[config.mk]
export PLATFORM = sky130hd
export DESIGN_NAME = exc_sequencer_flat
export DESIGN_NICKNAME = d
export VERILOG_FILES = /design/src/rtl/exc_sequencer_if.sv /design/src/rtl/exc_sequencer.sv /design/src/flat_wrapper.sv
export SDC_FILE = /design/constraint.sdc
export NUM_CORES = 1
export LEC_CHECK = 0
export CORE_ASPECT_RATIO = 2
export CORE_MARGIN = 3
export CORE_UTILIZATION = 42
export DETAILED_ROUTE_END_ITERATION = 10
export GPL_TIMING_DRIVEN = 0
export PLACE_DENSITY = 0.86
export SLEW_MARGIN = 40
export SYNTH_ARGS = -nofsm -noshare
export SYNTH_HDL_FRONTEND = slang
export SYNTH_SLANG_ARGS = --single-unit
[constraint.sdc]
create_clock -name clk -period 6.2 [get_ports clk]
set_input_delay 1.24 -clock clk [delete_from_list [all_inputs] [get_ports clk]]
set_output_delay 1.24 -clock clk [all_outputs]
set_load 0.1 [all_outputs]
[src/rtl/exc_sequencer_if.sv]
// Request/CP0/redirect bundle between the control unit, the exception
// sequencer and CP0. The sequencer uses the slave view.
interface exc_sequencer_if #(
  parameter int CNT_W = 16
);
  logic             req_valid;
  logic             req_ready;
  logic             is_syscall;
  logic             is_break;
  logic             is_teq;
  logic             teq_eq;
  logic             is_eret;
  logic [31:0]      pc_in;
  logic [31:0]      status;
  logic [31:0]      exc_addr;
  logic             exception;
  logic             eret;
  logic [4:0]       cause;
  logic [31:0]      epc;
  logic             busy;
  logic             done;
  logic             taken;
  logic             redirect_valid;
  logic [31:0]      redirect_pc;
  logic             redirect_ack;
  logic [CNT_W-1:0] exc_count;

  modport slave (
    input  req_valid, is_syscall, is_break, is_teq, teq_eq, is_eret,
           pc_in, status, exc_addr, redirect_ack,
    output req_ready, exception, eret, cause, epc, busy, done, taken,
           redirect_valid, redirect_pc, exc_count
  );

  modport master (
    output req_valid, is_syscall, is_break, is_teq, teq_eq, is_eret,
           pc_in, status, exc_addr, redirect_ack,
    input  req_ready, exception, eret, cause, epc, busy, done, taken,
           redirect_valid, redirect_pc, exc_count
  );
endinterface

[src/rtl/exc_sequencer.sv]
// Exception/return sequencer in front of CP0: gates traps with the status
// mask, pulses exception/eret into CP0, then holds a PC redirect built from
// CP0's exc_addr until the PC logic acknowledges it.
module exc_sequencer #(
  parameter int IE_BIT       = 0,
  parameter int SYS_MASK_BIT = 1,
  parameter int BRK_MASK_BIT = 2,
  parameter int TEQ_MASK_BIT = 3,
  parameter int CNT_W        = 16
) (
  input  logic            clk,
  input  logic            rst,
  exc_sequencer_if.slave  bus
);

  typedef enum logic [2:0] {
    S_IDLE   = 3'd0,
    S_TRAP   = 3'd1,
    S_SETTLE = 3'd2,
    S_ERET   = 3'd3,
    S_REDIR  = 3'd4
  } state_e;

  localparam logic [4:0] CAUSE_SYS = 5'b01000;
  localparam logic [4:0] CAUSE_BRK = 5'b01001;
  localparam logic [4:0] CAUSE_TEQ = 5'b01101;

  state_e           state_q, state_d;
  logic [4:0]       cause_q;
  logic [31:0]      epc_q;
  logic [31:0]      rpc_q;
  logic [CNT_W-1:0] cnt_q;
  logic             done_q;
  logic             taken_q;

  logic             accept;
  logic             trap_sel;
  logic             trap_mask;
  logic [4:0]       trap_cause;
  logic             eret_go;
  logic             trap_go;
  logic             nop_go;
  logic             ack_go;

  assign accept = bus.req_valid && (state_q == S_IDLE);

  // Pick the highest-priority trap flag below eret and its mask bit.
  always_comb begin
    trap_sel   = 1'b0;
    trap_mask  = 1'b0;
    trap_cause = 5'd0;
    if (bus.is_syscall) begin
      trap_sel   = 1'b1;
      trap_mask  = bus.status[SYS_MASK_BIT];
      trap_cause = CAUSE_SYS;
    end else if (bus.is_break) begin
      trap_sel   = 1'b1;
      trap_mask  = bus.status[BRK_MASK_BIT];
      trap_cause = CAUSE_BRK;
    end else if (bus.is_teq && bus.teq_eq) begin
      trap_sel   = 1'b1;
      trap_mask  = bus.status[TEQ_MASK_BIT];
      trap_cause = CAUSE_TEQ;
    end
  end

  // eret wins over every trap; anything else accepted completes at once.
  assign eret_go = accept && bus.is_eret;
  assign trap_go = accept && !bus.is_eret && trap_sel && bus.status[IE_BIT] && trap_mask;
  assign nop_go  = accept && !eret_go && !trap_go;
  assign ack_go  = (state_q == S_REDIR) && bus.redirect_ack;

  // State register.
  always_ff @(posedge clk or negedge rst) begin
    if (!rst) state_q <= S_IDLE;
    else      state_q <= state_d;
  end

  // Next-state logic.
  always_comb begin
    state_d = state_q;
    case (state_q)
      S_IDLE: begin
        if (eret_go)      state_d = S_ERET;
        else if (trap_go) state_d = S_TRAP;
      end
      S_TRAP:   state_d = S_SETTLE;
      S_SETTLE: state_d = S_REDIR;
      S_ERET:   state_d = S_REDIR;
      S_REDIR:  if (bus.redirect_ack) state_d = S_IDLE;
      default:  state_d = S_IDLE;
    endcase
  end

  // State-decoded outputs; exception and eret come from disjoint states.
  always_comb begin
    bus.req_ready      = (state_q == S_IDLE);
    bus.busy           = (state_q != S_IDLE);
    bus.exception      = (state_q == S_TRAP);
    bus.eret           = (state_q == S_ERET);
    bus.redirect_valid = (state_q == S_REDIR);
  end

  // Trap context, redirect target, completion pulse and taken counter.
  // redirect_pc is captured in ERET itself since CP0 shows EPC only then.
  always_ff @(posedge clk or negedge rst) begin
    if (!rst) begin
      cause_q <= 5'd0;
      epc_q   <= 32'd0;
      rpc_q   <= 32'd0;
      cnt_q   <= '0;
      done_q  <= 1'b0;
      taken_q <= 1'b0;
    end else begin
      if (trap_go) begin
        cause_q <= trap_cause;
        epc_q   <= bus.pc_in;
      end
      if (state_q == S_SETTLE || state_q == S_ERET)
        rpc_q <= bus.exc_addr;
      if (state_q == S_TRAP && cnt_q != {CNT_W{1'b1}})
        cnt_q <= cnt_q + CNT_W'(1);
      done_q  <= nop_go || ack_go;
      taken_q <= ack_go;
    end
  end

  assign bus.cause       = cause_q;
  assign bus.epc         = epc_q;
  assign bus.redirect_pc = rpc_q;
  assign bus.exc_count   = cnt_q;
  assign bus.done        = done_q;
  assign bus.taken       = taken_q;

endmodule

[src/flat_wrapper.sv]
// flat-port wrapper written by rule: the top's interface ports become plain ports
module exc_sequencer_flat 
#(
  parameter int IE_BIT       = 0,
  parameter int SYS_MASK_BIT = 1,
  parameter int BRK_MASK_BIT = 2,
  parameter int TEQ_MASK_BIT = 3,
  parameter int CNT_W        = 16
)
  (clk, rst, bus_req_valid, bus_is_syscall, bus_is_break, bus_is_teq, bus_teq_eq, bus_is_eret, bus_pc_in, bus_status, bus_exc_addr, bus_redirect_ack, bus_req_ready, bus_exception, bus_eret, bus_cause, bus_epc, bus_busy, bus_done, bus_taken, bus_redirect_valid, bus_redirect_pc, bus_exc_count);
  exc_sequencer_if #(.CNT_W(CNT_W)) bus_i ();
  input  logic clk;
  input  logic rst;
  input wire logic [$bits(bus_i.req_valid)-1:0] bus_req_valid;
  input wire logic [$bits(bus_i.is_syscall)-1:0] bus_is_syscall;
  input wire logic [$bits(bus_i.is_break)-1:0] bus_is_break;
  input wire logic [$bits(bus_i.is_teq)-1:0] bus_is_teq;
  input wire logic [$bits(bus_i.teq_eq)-1:0] bus_teq_eq;
  input wire logic [$bits(bus_i.is_eret)-1:0] bus_is_eret;
  input wire logic [$bits(bus_i.pc_in)-1:0] bus_pc_in;
  input wire logic [$bits(bus_i.status)-1:0] bus_status;
  input wire logic [$bits(bus_i.exc_addr)-1:0] bus_exc_addr;
  input wire logic [$bits(bus_i.redirect_ack)-1:0] bus_redirect_ack;
  output wire logic [$bits(bus_i.req_ready)-1:0] bus_req_ready;
  output wire logic [$bits(bus_i.exception)-1:0] bus_exception;
  output wire logic [$bits(bus_i.eret)-1:0] bus_eret;
  output wire logic [$bits(bus_i.cause)-1:0] bus_cause;
  output wire logic [$bits(bus_i.epc)-1:0] bus_epc;
  output wire logic [$bits(bus_i.busy)-1:0] bus_busy;
  output wire logic [$bits(bus_i.done)-1:0] bus_done;
  output wire logic [$bits(bus_i.taken)-1:0] bus_taken;
  output wire logic [$bits(bus_i.redirect_valid)-1:0] bus_redirect_valid;
  output wire logic [$bits(bus_i.redirect_pc)-1:0] bus_redirect_pc;
  output wire logic [$bits(bus_i.exc_count)-1:0] bus_exc_count;
  assign bus_i.req_valid = bus_req_valid;
  assign bus_i.is_syscall = bus_is_syscall;
  assign bus_i.is_break = bus_is_break;
  assign bus_i.is_teq = bus_is_teq;
  assign bus_i.teq_eq = bus_teq_eq;
  assign bus_i.is_eret = bus_is_eret;
  assign bus_i.pc_in = bus_pc_in;
  assign bus_i.status = bus_status;
  assign bus_i.exc_addr = bus_exc_addr;
  assign bus_i.redirect_ack = bus_redirect_ack;
  assign bus_req_ready = bus_i.req_ready;
  assign bus_exception = bus_i.exception;
  assign bus_eret = bus_i.eret;
  assign bus_cause = bus_i.cause;
  assign bus_epc = bus_i.epc;
  assign bus_busy = bus_i.busy;
  assign bus_done = bus_i.done;
  assign bus_taken = bus_i.taken;
  assign bus_redirect_valid = bus_i.redirect_valid;
  assign bus_redirect_pc = bus_i.redirect_pc;
  assign bus_exc_count = bus_i.exc_count;
  exc_sequencer #(.IE_BIT(IE_BIT), .SYS_MASK_BIT(SYS_MASK_BIT), .BRK_MASK_BIT(BRK_MASK_BIT), .TEQ_MASK_BIT(TEQ_MASK_BIT), .CNT_W(CNT_W)) u_core (.clk(clk), .rst(rst), .bus(bus_i));
endmodule
# [Word level (Yosys, flattened, before mapping)]
# Cells that the tools add are included.
[totals] in_bits=105 output_inout_bits=92 ff_bits=90 word_cells=48
[op_classes] n_reduce_logical=20 muxes=13 n_addsub=1 eq_ne=7
[op_table] cell="$add A16 B1 Y16 const B" n=1
[op_table] cell="$ne A16 B16 Y1 const B" n=1
[op_table] cell="$pmux W3 S4" n=1
[op_table] cell="$logic_and A1 B1 Y1" n=11
[op_table] cell="$mux W5" n=2
[op_table] cell="$mux W3" n=3
[op_table] cell="$eq A3 B2 Y1 const B" n=2
[op_table] cell="$mux W1" n=6
[op_table] cell="$mux W4" n=1
[op_table] cell="$eq A3 B1 Y1 const B" n=1
[op_table] cell="$eq A3 B3 Y1 const B" n=1
[op_table] cell="$logic_not A1 Y1" n=3
[op_table] cell="$logic_not A3 Y1" n=1
[op_table] cell="$ne A3 B1 Y1 const B" n=1
[op_table] cell="$reduce_bool A3 Y1" n=1
[op_table] cell="$logic_or A1 B1 Y1" n=2
[op_table] cell="$ne A2 B2 Y1 const B" n=1
[op_table] cell="$reduce_and A2 Y1" n=1
[op_table] cell="$reduce_or A2 Y1" n=1

# [Depth between registers and ports, before layout]
[logic_depth] depth_word=10 mapped_depth=7 ltp_nobuf=5

# [Worst setup path after synthesis]
# OpenSTA, ideal clock, no wires.
[synth_path] path_type="register -> output" from="register u_core.state_q[1]" to="output bus_redirect_valid" required_time_ns=4.960 stages_incl_launch_ff=2 path_slack_ns=2.231 arrival_time_ns=2.729 cell_sequence="dfrtp_1 > nor3b_1"
[synth_via] elab_chain_len=1
[synth_rtl] item="start: declaration" line_no="exc_sequencer.sv:28" text="state_e state_q, state_d;"
[synth_rtl] item="start signal: assignment" line_no="exc_sequencer.sv:76" text="else state_q <= state_d;"
[synth_rtl] item="$eq A3 B3 Y1" line_no="exc_sequencer.sv:101" text="bus.redirect_valid = (state_q == S_REDIR);"
[synth_rtl] item="end: declaration" line_no="flat_wrapper.sv:32" text="output wire logic [$bits(bus_i.redirect_valid)-1:0] bus_redirect_valid;"
# Every way passes these cells.

# [Worst setup path after layout]
[layout_path] from="register u_core.state_q[1]" to="output bus_eret"
[layout_via] elab_chain_len=1
[layout_rtl] item="$eq A3 B2 Y1" line_no="exc_sequencer.sv:100" text="bus.eret = (state_q == S_ERET);"
[layout_rtl] item="end: declaration" line_no="flat_wrapper.sv:26" text="output wire logic [$bits(bus_i.eret)-1:0] bus_eret;"
# Every way passes these cells.

==> reports/metrics.csv <==
metric;value;unit
status;finished clean;
Startpoint Class;flip-flop;
final hold violations;0;
most common cell after layout, fill and taps aside;buf_2;
Max Freq;282;MHz
most frequent cells in the layout;90 x buf_2, 88 x dfrtp_1, 75 x clkdlybuf4s50_1;
Resized cells post-CTS;0;
number of max-cap violations;0;
Antenna Cells;0;
Layout area overhead;47.5;%
fin. max-slew vios;0;
I/O pins;197;
Post-synth EDFFs;0;
nets;533;
CTS Sinks;88;
Vias;2605;
share of cells above drive strength 1;42.1;%
Slew @ Worst Pin;0.623;ns
PortBufs;166;
CP dominant cell by count;clkbuf_1;
crit path time final;3.55;ns
Slew headroom;57.4;%
area of the multi-input gates;0.00127;mm^2
Filler cells;670;
Mean Syn Cell Area;14.5;um^2
dpl hpwl;7250;um
Distinct cells, synth;34;
cts hold-fix bufs;0;
WP data required;4.96;ns
critical path type;flip-flop to output port;
HP Class;flip-flop to flip-flop;
GRT overflow;0;
largest net degree at the start of global routing;49;
Routed Antenna Nets;0;
row count;47;
Synth warnings;0;
RSZ-0062 raised after global routing;no;
worst stage delay on the critical path;0.47;ns
# setup viols final;0;
aggregate global-route resource usage;19.0;%
critical path's slowest cell;clkbuf_1;
TritonRoute pass-1 iters;4;
synthesized cell area;0.00357;mm^2
Worst-Skew Late Latency;0.33;ns
final routed DRC violation total;0;
CTS tree;built;
die height;136;um
initial antenna violation count;0;
Post-CTS Setup Repair Bufs;0;
Vias/cell;4.92;
core area;0.00829;mm^2
H-tree Lvls;3;
average wire per cell in the routed design;17.3;um
period utilization;57.2;%
sequential area share after synthesis;61.7;%
die area;0.00971;mm^2
Sum Neg Setup Slack;0;ns
Worst-path clk slew;0.06;ns
GP Congestion;0.764;
Die X;71.2;um
DR iter-0 viols;141;
Main synth FF type;dfrtp_1;
clock root buffer;clkbuf_16;
CP Cell Sequence;nor2b_1, clkbuf_1, clkbuf_1, and2_1, buf_2;
clock skew;0.00507;ns
final wirelength;9150;um
Mapped Cells;247;
Reg area;0.00220;mm^2
CTS Buf Count;9;
CTS max path bufs;2;
Crit path arrival time;2.31;ns
first-pass GRT wire length;14200;um
vias in the first global route;2744;
Initial Utilization;43.1;%
worst-path maximum fanout;10;
kind of end point of the critical path;output port;
FF+latch count, synth;88;
Post-synth ARST share;100;%
[registers in the layout, summed over array words and instances (netlist names)]
signal                  flops
u_core.bus.exc_count       16
u_core.bus.done             1
u_core.state_q              3
u_core.bus.cause            3
u_core.bus.taken            1
u_core.bus.redirect_pc     32
u_core.bus.epc             32
[final timing paths]
kind                                          start                          to  slack [ns]  cells after the start
worst min-delay path            u_core.bus.cause[3]         u_core.bus.cause[3]        0.48                      1
worst max-delay path              u_core.state_q[1]                    bus_eret        2.65                      5
min in group asynchronous                       rst  u_core.bus.redirect_pc[29]        0.81                      1
worst max register to register    u_core.state_q[1]    u_core.bus.exc_count[13]        3.91                      4
max in group asynchronous                       rst           u_core.bus.epc[0]        4.82                      2
worst min register to register  u_core.bus.cause[3]         u_core.bus.cause[3]        0.48                      1
[synthesized netlist by cell type, types with 2 or more instances]
library cell	n	area, um^2
inv_1	6	22.5
buf_4	2	15.0
clkbuf_1	8	30.0
nand3_1	4	20.0
and2_1	3	18.8
and4_1	2	17.5
a21oi_1	10	50.1
buf_6	3	33.8
nand4_1	5	31.3
nand2b_1	2	12.5
and3_1	3	18.8
nor2_1	3	11.3
nand2_1	7	26.3
a2111oi_0	3	26.3
mux2_2	67	754
nor3b_1	2	15.0
dfrtp_1	88	2200
xor2_1	12	105
a211oi_1	2	15.0
[logic make-up (layout without fill, tap and decap cells)]
| logic type | count (synthesis) | in the layout | share of synthesized area, % |
|---|---|---|---|
| DFF | 88 | 88 | 61.7 |
| muxes | 68 | 68 | 21.5 |
| and+or+nand+nor | 37 | 37 | 6.24 |
| AOI/OAI and AO/OA | 20 | 20 | 4.14 |
| buffers and inverters | 19 | 203 | 2.84 |
| xor gates and xnor gates | 13 | 13 | 3.19 |
| adders and majority gates | 1 | 1 | 0.350 |
| other | 1 | 2 | 0.105 |
[final cells by class]
| cell class | count | area share (%) |
|---|---|---|
| Clock inverter | 4 | 1.45 |
| Clock buffer | 12 | 4.68 |
| Tap cell | 98 | 2.33 |
| Timing Repair Buffer | 168 | 23.7 |
| Multi-Input combinational cell | 141 | 24.1 |
| Sequential cell | 88 | 41.8 |
| Inverter | 6 | 0.428 |
| Buffer | 13 | 1.50 |
[worst max-delay path: cells and delay by family (launching register included)]
family	cells	cell delay (ns)
flops	1	0.42
buf+inv	3	1.20
simple gates	2	0.35
[layer usage]
layer | track usage (%) | vias to the layer above | part of all wire [%]
li1 | - | 1221 | -
met1 | 21.0 | 1257 | 35
met2 | 33.0 | 110 | 56
met3 | 4.66 | 17 | 6.4
met4 | 9.94 | 0 | 2.5
met5 | 0 | - | 0
[through the flow]
step / utilization (%) / setup slack, ns / instance area [um^2] / cells / hold slack (ns)
final: 63.5 / 2.65 / 5270 / 530 / 0.480
after global routing: 63.5 / 2.46 / 5270 / 530 / 0.492
after CTS: 63.4 / 2.57 / 5260 / 529 / 0.485
after detailed placement: 59.5 / 2.61 / 4940 / 513 / 0.467
after global placement: 64.6 / 0.800 / 5360 / 512 / 0.453
after floorplan: - / 2.23 / 3570 / 248 / 0.764
Power is left out: the tool's default activity adds up to more than one toggle a clock period on the data nets, which glitch-free logic cannot reach.
==> patch: new RTL, config.mk and constraints unchanged <==
The 5 states of `state_e` get a one-hot encoding in 5 bits.
--- a/src/rtl/exc_sequencer.sv
+++ b/src/rtl/exc_sequencer.sv
@@ -15,8 +15,8 @@
 
-  typedef enum logic [2:0] {
-    S_IDLE   = 3'd0,
-    S_TRAP   = 3'd1,
-    S_SETTLE = 3'd2,
-    S_ERET   = 3'd3,
-    S_REDIR  = 3'd4
+  typedef enum logic [4:0] {
+    S_IDLE   = 5'b00001,
+    S_TRAP   = 5'b00010,
+    S_SETTLE = 5'b00100,
+    S_ERET   = 5'b01000,
+    S_REDIR  = 5'b10000
   } state_e;
Check against the original RTL: no difference found for any inputs over 10 cycles, from zero or initial values and one cycle with rst low; not proved beyond that.
==> patch against the unedited design <==
Maximum frequency increased by 7.0%; synthesized area increased by 6.3%; worst setup slack improved by 230 ps; utilization decreased by 0.28 points; design area increased by 4.6%; sequential cell count increased by 2; wire length increased by 4.2%.
Power is not shown: default switching activity piles up to over one toggle a cycle in this logic, so the estimate is an artifact.
==> patch: results (changes against the unedited design) <==
status: "completed"
crit_end: "bus_req_ready"
hpwl_um: 7340  # +1.3%
reg2reg_from: "u_core.state_q[3]"
grt_pass1_wl_um: 14900  # +5.0%
signal_buffers: 177  # -2.2%
inv_count: 7  # +1
multiInputGateArea_um2: 1410  # +11%
clock_skew_ps: 11.2  # +6.18 ps
ys_seq_area_share_pct: 59.4  # -2.3 points
drtIter0Drc: 114  # -19%
holdWs_ps: 487  # +6.61 ps
nMultiInputCombCells: 155  # +9.9%
startpoint: "u_core.state_q[3]"
clkSinkCount: 90  # +2.3%
num_vias: 2784  # +6.9%
ys_top_cells_by_area: "dfrtp_1 (59%), mux2_2 (12%), mux2_4 (11%)"
reg2reg_slack_ps: 3930  # +20 ps
crit_fanout: 8  # -2
slowest_delay_ps: 490  # +20 ps
tightestPinTransition_ps: 788  # +165 ps
pre_cts_ws_ps: 2890  # +276 ps
bufAreaShareNonClock_pct: 24.4  # -0.83 points
grt_util_met2_pct: 35.0  # +2.0 points
n_tap_cell: 100  # +2.0%
yosys-top-cells-count: "dfrtp_1 (89), mux2_2 (41), mux2_4 (27), nor2_1 (9)"
viasPerCell: 5.11  # +3.9%
grt_start_max_net_pins: 48  # -2.0%
wl_met3_um: 543  # -8.0%
place.gp.congestion: 0.793  # +3.8%
synth.distinct_cells: 41  # +21%
path_delay_family: "simple AND/OR/NAND/NOR gates"
nets: 546  # +2.4%
use_met3_pct: 4.89  # +0.22 points
clk_share_pct: 6.34  # +0.21 points
timing.final.crit_share_pct: 53.4  # -3.7 points
grt_pass1_vias: 3007  # +9.6%
dp.cells: 529  # +3.1%
wl_per_cell_um: 17.5  # +1.4%
min_to: "u_core.bus.cause[3]"
grt_use_met1_pct: 18.3  # -2.7 points
layout-drive-gt1-share_pct: 42.0  # -0.11 points
sh_seq_area_pct: 40.9  # -0.89 points
arrival_ps: 2070  # -240 ps
syn_avg_cell_area_um2: 14.5  # +0.64%
r2r_end: "u_core.bus.epc[6]"
r2r_cells: 7  # +3
wl_met1_um: 3170  # +0.41%
dpl-instance-area_um2: 5160  # +4.5%
-- patch: cell count changes after synthesis, sizes merged, moves of 2 or more --
cell	before	now
and2	3	1
a21oi	10	8
xor2	12	4
xnor2	1	4
a31oi	1	6
nor3	2	6
clkbuf	8	3
nand4b	0	3
nand3	4	8
a211oi	2	0
a2111oi	4	1
buf	5	7
nor2	3	9
-- patch: cells by family after synthesis --
group                    count (synthesis)  share of synthesized area [%]
flip-flops                              90                           59.4
buffers and inverters                   17                           3.56
other                                    1                         0.0988
AO/OA/AOI/OAI                           21                           3.46
adder cells (fa/ha/maj)                  1                          0.330
multiplexers                            68                           22.8
XOR/XNOR                                 8                           1.85
AND/OR/NAND/NOR                         55                           8.50
-- patch: worst reg2reg max path: cells and delay by family, from the launching register on --
kind | cells | cell delay, ps
and+or+nand+nor | 3 | 940
buffers and inverters | 3 | 510
DFF | 1 | 410
muxes | 1 | 300
